**src/rtl/binary_to_gray_pkg.sv**
```systemverilog
// -----------------------------------------------------------------------------
// binary_to_gray_pkg
// Shared definitions for the binary/Gray conversion blocks.
//   GRAY_W   : fixed code width (4 bits)
//   bin2gray : binary -> reflected Gray code
//   gray2bin : reflected Gray code -> binary
// -----------------------------------------------------------------------------
package binary_to_gray_pkg;

  localparam int GRAY_W = 4;

  typedef logic [GRAY_W-1:0] word_t;

  // Each Gray bit is the XOR of a binary bit with its more-significant neighbour.
  function automatic word_t bin2gray(input word_t bin);
    return bin ^ (bin >> 1);
  endfunction

  // Each binary bit is the XOR of all Gray bits at or above its position.
  function automatic word_t gray2bin(input word_t gray);
    word_t bin;
    bin[GRAY_W-1] = gray[GRAY_W-1];
    for (int i = GRAY_W - 2; i >= 0; i--) begin
      bin[i] = bin[i+1] ^ gray[i];
    end
    return bin;
  endfunction

endpackage

```
**src/rtl/gray_to_binary.sv**
```systemverilog
// -----------------------------------------------------------------------------
// gray_to_binary
// Purely combinational reflected-Gray to binary decoder.
//   gray : input  [GRAY_W-1:0]  Gray-coded word (MSB first)
//   bin  : output [GRAY_W-1:0]  decoded binary word
// -----------------------------------------------------------------------------
module gray_to_binary
  import binary_to_gray_pkg::*;
(
  input  logic [GRAY_W-1:0] gray,
  output logic [GRAY_W-1:0] bin
);

  // Binary bit i is the reduction XOR of Gray bits GRAY_W-1 down to i.
  // Written as a prefix reduction rather than a chain on bin[] so that no
  // vector bit depends on another bit of the same vector.
  for (genvar gi = 0; gi < GRAY_W; gi++) begin : g_bit
    assign bin[gi] = ^gray[GRAY_W-1:gi];
  end

endmodule

```
**src/rtl/binary_to_gray.sv**
```systemverilog
// -----------------------------------------------------------------------------
// binary_to_gray
// 4-bit binary to reflected Gray converter with a registered output stage and
// a sticky round-trip self-check.
//   clk       : in   rising-edge clock
//   rst_n     : in   synchronous reset, active-low
//   in_valid  : in   a/b/c/d carry a valid word this cycle
//   a,b,c,d   : in   binary word, a = MSB, d = LSB
//   out_valid : out  w/x/y/z hold a freshly converted word (1-cycle latency)
//   w,x,y,z   : out  Gray word, w = MSB, z = LSB
//   rt_err    : out  sticky flag: decoded Gray word did not match the input
// -----------------------------------------------------------------------------
module binary_to_gray
  import binary_to_gray_pkg::*;
(
  input  logic clk,
  input  logic rst_n,
  input  logic in_valid,
  input  logic a,
  input  logic b,
  input  logic c,
  input  logic d,
  output logic out_valid,
  output logic w,
  output logic x,
  output logic y,
  output logic z,
  output logic rt_err
);

  word_t bin_in;
  word_t gray_reg;
  word_t bin_reg;       // copy of the binary word that produced gray_reg
  word_t rt_decoded;    // gray_reg decoded back to binary
  logic  out_valid_reg;
  logic  rt_err_reg;

  assign bin_in = {a, b, c, d};

  gray_to_binary u_checker (
    .gray (gray_reg),
    .bin  (rt_decoded)
  );

  always_ff @(posedge clk) begin
    if (!rst_n) begin
      gray_reg      <= '0;
      bin_reg       <= '0;
      out_valid_reg <= 1'b0;
      rt_err_reg    <= 1'b0;
    end else begin
      out_valid_reg <= in_valid;
      // Data registers only load on a valid word, so outputs hold otherwise
      // and an X on a/b/c/d while idle never reaches them.
      if (in_valid) begin
        gray_reg <= bin2gray(bin_in);
        bin_reg  <= bin_in;
      end
      // Compare the word currently on the outputs; the flag is sticky.
      if (out_valid_reg && (rt_decoded != bin_reg)) begin
        rt_err_reg <= 1'b1;
      end
    end
  end

  assign out_valid = out_valid_reg;
  assign w         = gray_reg[3];
  assign x         = gray_reg[2];
  assign y         = gray_reg[1];
  assign z         = gray_reg[0];
  assign rt_err    = rt_err_reg;

endmodule

```
**config.mk**
```make
export PLATFORM = sky130hd
export DESIGN_NAME = binary_to_gray
export DESIGN_NICKNAME = d
export VERILOG_FILES = /design/src/rtl/binary_to_gray_pkg.sv /design/src/rtl/gray_to_binary.sv /design/src/rtl/binary_to_gray.sv
export SDC_FILE = /design/constraint.sdc
export NUM_CORES = 1
export LEC_CHECK = 0
export ABC_CLOCK_PERIOD_IN_PS = 1900
export CELL_PAD_IN_SITES_DETAIL_PLACEMENT = 1
export CELL_PAD_IN_SITES_GLOBAL_PLACEMENT = 1
export CORE_MARGIN = 2
export CORE_UTILIZATION = 31
export DETAILED_ROUTE_END_ITERATION = 12
export PLACE_DENSITY_LB_ADDON = 0.1
export SLEW_MARGIN = 20
export SYNTH_ARGS = -nofsm -noshare
export SYNTH_HDL_FRONTEND = slang
export SYNTH_SLANG_ARGS = --single-unit
```
**constraint.sdc**
```tcl
create_clock -name clk -period 1.9 [get_ports clk]
set_clock_uncertainty 0.2 [all_clocks]
set_input_delay 0.19 -clock clk [delete_from_list [all_inputs] [get_ports clk]]
set_output_delay 0.19 -clock clk [all_outputs]
set_load 0.02 [all_outputs]
```
## Word level (Yosys, flattened, before mapping)

Index checks and enable logic that the tools add are counted.

| storage, ports and cells | value |
|---|---|
| flip-flop bits (word level) | 10 |
| input port bits | 7 |
| output and inout port bits | 6 |
| word-level logic and storage cells | 10 |

| operators by class | value |
|---|---|
| equal/unequal tests | 1 |
| bitwise gates (word level) | 1 |
| reduce and logical (&&, ||, !) cells | 4 |

Operators with widths:

| kind | number |
|---|---|
| != test 4 bit | 1 |
| parity 4 bit | 1 |
| bitwise XOR 4 x 3 -> 4 bit | 1 |
| parity 3 bit | 1 |
| parity 2 bit | 1 |
| logical AND 1 bit | 1 |

## Logic depth before layout (Yosys ltp)

Gate-level depths: netlist of run 1.

| logic depth | value |
|---|---|
| depth in word-level cells | 3 |
| mapped depth | 4 |
| mapped depth without buffers | 4 |

## By module

Synthesis of run 1 repeated with hierarchy kept, for this count alone.

| unflattened totals | value |
|---|---|
| cells, all modules | 39 |
| area, all modules | 427.9 um^2 |

Modules (own cells, without submodules):

| module | times used | cells an instance | area an instance (um^2) | sequential area each (um^2) |
|---|---|---|---|---|
| binary_to_gray | 1 | 34 | 377.9 | 180.2 |
| gray_to_binary | 1 | 5 | 50.0 | 0.0 |

## Worst setup path after synthesis of run 1

OpenSTA, ideal clock, no wires.

| timing path | value |
|---|---|
| path kind | reg-to-reg |
| start point | register gray_reg[0] |
| end point | register rt_err_reg (netlist: rt_err) |
| library setup time | 0.119 ns |
| data arrival time | 1.189 ns |
| required time | 1.581 ns |
| path slack | 0.392 ns |
| cell stages (with the launch flop) | 5 |
| buffers on the path | 0 |
| period minus slack after synthesis | 1.508 ns |
| cells stage by stage | dfxtp_1 -> xor2_1 -> or3_1 -> a211oi_2 -> o31ai_1 |

| on the way | value |
|---|---|
| word-level cells in the longest chain between the ends | 3 |

RTL lines:

| element | RTL line | source |
|---|---|---|
| start: declaration | binary_to_gray.sv:32 | `word_t gray_reg;` |
| start signal: assignment | binary_to_gray.sv:56 | `gray_reg <= bin2gray(bin_in);` |
| parity 4 bit | gray_to_binary.sv:18 | `assign bin[gi] = ^gray[GRAY_W-1:gi];` |
| != test 4 bit | binary_to_gray.sv:60 | `if (out_valid_reg && (rt_decoded != bin_reg)) begin` |
| logical AND 1 bit | binary_to_gray.sv:60 |  |
| end signal: assignment | binary_to_gray.sv:50 | `rt_err_reg <= 1'b0;` |
| end signal: assignment | binary_to_gray.sv:61 | `rt_err_reg <= 1'b1;` |
| end: declaration | binary_to_gray.sv:36 | `logic rt_err_reg;` |

Every way passes these cells.
A chain may end at the register's enable or synchronous reset.

## Worst setup path after layout of run 1

| timing path | value |
|---|---|
| start point | register gray_reg[1] |
| end point | output y |

RTL lines:

| element | RTL line | source |
|---|---|---|
| end: declaration | binary_to_gray.sv:26 | `output logic y,` |

No word-level cell between the ends.

==> results of run 1 <==
power breakdown:
part           total (uW)  internal (uW)  leakage, uW  switching (uW)
registers             214            202    0.0000746            11.3
clock network         147           80.9    0.0000150            66.5
logic                93.9           50.7     0.000150            43.2
per-stage QoR:
step	hold WS [ns]	cells
floorplan	0.159	41
global placement	0.241	66
detailed placement	0.267	66
CTS	0.279	70
global route	0.307	70
finish	0.268	70
synthesized netlist by cell type:
cell type,n
a211oi_2,1
a21oi_1,1
and2_1,1
buf_2,1
clkbuf_1,1
dfxtp_1,9
mux2i_1,4
nand2_1,6
nand3_1,1
nand3b_1,1
nor2b_1,4
o211a_1,3
o31ai_1,1
or3_1,1
or3b_1,1
xnor2_1,3
xor2_1,2
worst max-delay path by stage:
stage                           start  slack (ns)          end  cells past startpoint
after floorplan           gray_reg[0]        0.39       rt_err                      4
after global placement       in_valid        0.38  gray_reg[3]                      3
after detailed placement     in_valid        0.32  gray_reg[3]                      3
after CTS                 gray_reg[1]        0.21            y                      1
after global routing      gray_reg[1]        0.15            y                      1
final                     gray_reg[1]        0.23            y                      1
final cells by class:
cell class,count,area share [%]
sequential,9,31.9
clock buffer,4,4.65
tap,15,3.32
multi-input combinational,30,38.9
timing repair buffer,12,21.2
layer usage:
layer	vias up	global-route usage, %
met3	2	5.00
met1	160	13.9
met4	0	10.0
li1	169	-
met2	12	24.6
met5	-	0
cells by family after synthesis:
kind of cell    after synthesis  synth area share (%)
mux                           4                  9.79
compound gates                6                  13.5
flops                         9                  44.0
buf+inv                       2                  2.14
xor+xnor                      5                  10.7
simple gates                 15                  19.9
==> run_results.csv, run 1 <==
group,metric,value,unit
power,power.leakage,0.000240,uW
sta,fmax,598,MHz
drt,wl,929,um
run,max-cap-violations,0,
clocking,cts_resized,0,
drt,dr.pass1.iters,1,
setup_path,required,1.51,ns
setup_path,critical_path.endpoint_type,"output pin",
layout,layout_commonest_cell,"clkdlybuf4s50_1",
global_routing,track_usage,14.2,%
sta,slew_headroom,69.8,%
clocking,root_buffer,"clkbuf_4",
layout,final_util,44.6,%
layout,fin_area,566,um2
drt,top_layer,"met4",
layout,fill_cells,147,
floorplanning,rows,13,
layout,layout_common_cells,"12 x clkdlybuf4s50_1, 9 x dfxtp_1, 6 x nand2_1",
logic_synthesis,synth_area,409,um2
setup_path,reg2reg_from,"gray_reg[0]",
setup_path,crit_family,"buffers and inverters",
sta,worst_pin_slew,0.452,ns
place,io_buffer_count,12,
clocking,cts_tree,"yes",
setup_path,r2r-end,"rt_err",
global_routing,first_global_vias,323,
floorplanning,die-area,0.00163,mm2
floorplanning,start_util,32.2,%
power,p_per_area,804,mW/mm2
sta,post-route-period-util,88.0,%
clocking,ctsLongestPathBuffers,2,
logic_synthesis,yosysWarningCount,0,
drt,wl_met1,353,um
layout,seqCellArea,180,um2
sta,fin_ws,0.228,ns
global_routing,antenna_found_initial,0,
drt,dr_wl_met2,494,um
floorplanning,die_y,40.3,um
drt,vias,343,
setup_path,worstPathMaxFanout,6,
logic_synthesis,ys_top_cells_by_area,"dfxtp_1 44%, mux2i_1 9.8%, o211a_1 7.3%",
drt,antenna_left,0,
floorplanning,core-area,0.00127,mm2
hold_path,hold_class,"reg2reg",
hold_path,holdPathEnd,"rt_err",
sta,setup_viol,0,
logic_synthesis,ys_seq_elements,9,
clocking,clkSinkCount,9,
setup_path,crit_arrival,1.28,ns
logic_synthesis,ys_types,17,
layout,largest_reg_flops,4,
clocking,cts_made_buffers,3,
sta,drv_slew,0,
floorplanning,dieWidth,40.3,um
clocking,post-cts-setup-buffer-count,0,
logic_synthesis,synth-seq-area-share,44.0,%
sta,hold_violations,0,
layout,syn_to_final_growth,38.2,%
drt,drt_iter0_markers,0,
setup_path,setup.worst_path.start_class,"flop",
sta,tns,0,ns
setup_path,critPathBufInv,1,
place,gp_congestion,0.676,
logic_synthesis,netlist_instances,41,
drt,wire_per_inst,13.3,um
place,pre_cts_ws,0.319,ns
clocking,hold_buffers,0,
drt,met3_length,59,um
logic_synthesis,yosysTopAreaCellShare,44.0,%
drt,via_per_inst,4.90,
global_routing,grt_max_degree,12,
sta,min_period,1.67,ns
setup_path,max_stage_delay,0.63,ns
setup_path,critPathSlowestCell,"clkdlybuf4s50_1",
layout,drive_gt1_share,7.27,%
floorplanning,io-pin-count,13,
power,irDropWorstVdd,407,uV
hold_path,holdPathStages,2,
clocking,insertion_delay,0.26,ns
setup_path,worstSetupPathType,"reg2out",
power,finalPower,455,uW
drt,detail_route.drc_violations,0,
logic_synthesis,synth_top_cell_by_area,"dfxtp_1",
outcome,status,"complete, no violations",
hold_path,min_from,"rt_err",
setup_path,r2r_slack,0.41,ns
setup_path,rr_worst_depth,4,
sta,rsz0062_at_grt,"no",
logic_synthesis,avgSynthCellArea,9.98,um2
global_routing,grt_pass1_wl,1400,um
clocking,h-tree-depth,1,
global_routing,grt-ovfl-total,0,
layout,multi_input_area,220,um2
logic_synthesis,syn-num-nets,48,
layout,diodes,0,
setup_path,path_cells,"clkdlybuf4s50_1",
layout,nets,63,
clocking,path_clk_slew,0.06,ns
place,dpl_cell_area,539,um2
Note: power is estimated with default switching activity, not from simulation.
==> inputs of run 2 (changes only) <==
--- a/config.mk
+++ b/config.mk
@@ -11,6 +11,7 @@
 export CORE_MARGIN = 2
 export CORE_UTILIZATION = 31
 export DETAILED_ROUTE_END_ITERATION = 12
+export MAX_ROUTING_LAYER = met4
 export PLACE_DENSITY_LB_ADDON = 0.1
 export SLEW_MARGIN = 20
 export SYNTH_ARGS = -nofsm -noshare
==> run 2 against run 1 <==
First-iteration DRC count unchanged. Sequential power about the same. Global-route usage increased by 0.40 points. Critical path type unchanged. Highest routed layer unchanged.
==> run_results.csv, run 2 (synthesis results as in run 1) <==
group,metric,value,unit
outcome,status,"complete, no violations",
hold_path,holdPathStages,2,
drt,dr.pass1.iters,1,
setup_path,reg2reg_from,"gray_reg[0]",
sta,min_period,1.67,ns
place,io_buffer_count,12,
setup_path,r2r-end,"rt_err",
clocking,cts_resized,0,
setup_path,setup.worst_path.start_class,"flop",
sta,drv_slew,0,
sta,worst_pin_slew,0.455,ns
floorplanning,core-area,0.00127,mm2
setup_path,required,1.51,ns
floorplanning,die-area,0.00163,mm2
clocking,cts_made_buffers,3,
power,power.leakage,0.000240,uW
clocking,root_buffer,"clkbuf_4",
place,dpl_cell_area,539,um2
floorplanning,die_y,40.3,um
layout,diodes,0,
layout,drive_gt1_share,7.27,%
clocking,hold_buffers,0,
global_routing,first_global_vias,318,
setup_path,worstSetupPathType,"reg2out",
sta,tns,0,ns
clocking,cts_tree,"yes",
drt,wl,931,um
setup_path,path_cells,"clkdlybuf4s50_1",
setup_path,crit_arrival,1.28,ns
clocking,ctsLongestPathBuffers,2,
global_routing,grt-ovfl-total,0,
setup_path,critPathBufInv,1,
floorplanning,dieWidth,40.3,um
sta,hold_ws,0.267,ns
clocking,post-cts-setup-buffer-count,0,
setup_path,worstPathMaxFanout,6,
setup_path,critical_path.endpoint_type,"output pin",
floorplanning,io-pin-count,13,
setup_path,crit_cells,1,
floorplanning,start_util,32.2,%
place,gp_congestion,0.683,
setup_path,max_stage_delay,0.63,ns
drt,antenna_left,0,
power,irDropWorstVdd,406,uV
sta,rsz0062_at_grt,"no",
global_routing,grt_pass1_wl,1410,um
place,pre_cts_ws,0.319,ns
setup_path,critPathSlowestCell,"clkdlybuf4s50_1",
layout,largest_reg_flops,4,
drt,detail_route.drc_violations,0,
sta,slew_headroom,69.6,%
sta,hold_violations,0,
sta,fin_ws,0.226,ns
setup_path,crit_family,"buffers and inverters",
setup_path,crit_start,"gray_reg[1]",
layout,fin_area,566,um2
sta,setup_viol,0,
global_routing,antenna_found_initial,0,
layout,layout_commonest_cell,"clkdlybuf4s50_1",
sta,fmax,597,MHz
layout,syn_to_final_growth,38.2,%
setup_path,rr_worst_depth,4,
global_routing,track_usage,14.6,%
floorplanning,rows,13,
drt,wire_per_inst,13.3,um
setup_path,endpoint,"y",
setup_path,r2r_slack,0.41,ns
power,p_per_area,805,mW/mm2
clocking,h-tree-depth,1,
layout,nets,63,
drt,via_per_inst,4.94,
sta,post-route-period-util,88.1,%
drt,drt_iter0_markers,0,
drt,vias,346,
hold_path,hold_class,"reg2reg",
clocking,clkSinkCount,9,
layout,layout_common_cells,"12 x clkdlybuf4s50_1, 9 x dfxtp_1, 6 x nand2_1",
global_routing,grt_max_degree,12,
clocking,insertion_delay,0.26,ns
clocking,path_clk_slew,0.06,ns
run,max-cap-violations,0,
run 2: cell counts in the layout (fill, tap and decap cells not counted):
No cell type changed its count.
run 2: metal layers:
layer	routed length, um	global-route usage [%]	share of wire [%]
met5	0	-	0
met4	28	10.0	3.0
met3	61	5.00	6.6
met2	487	24.6	52
met1	353	13.9	38
run 2: cell type report:
| cell class | instances | area (um2) |
|---|---|---|
| fillers | 147 | 703 |
| repair buffers | 12 | 120 |
| well taps | 15 | 18.8 |
| clock buffers | 4 | 26.3 |
| flip-flops and latches | 9 | 180 |
| multi-input cells | 30 | 220 |
run 2: power by group:
| part | switching [uW] | internal, uW |
|---|---|---|
| clock | 67.0 | 80.9 |
| sequential | 11.3 | 202 |
| combinational | 43.2 | 50.7 |
| total | 122 | 334 |
run 2: metrics by stage:
stage	utilization, %	total power [uW]	instances
after detailed placement	42.5	314	66
after CTS	44.6	461	70
final	44.6	456	70
after floorplan	-	270	41
after global placement	42.5	308	66
after global routing	44.6	481	70
run 2: worst min-delay path by stage:
stage,from,to,slack [ns]
floorplan,d,bin_reg[0],0.16
global placement,rt_err,rt_err,0.24
detailed placement,rt_err,rt_err,0.27
CTS,rt_err,rt_err,0.28
global route,rt_err,rt_err,0.31
finish,rt_err,rt_err,0.27
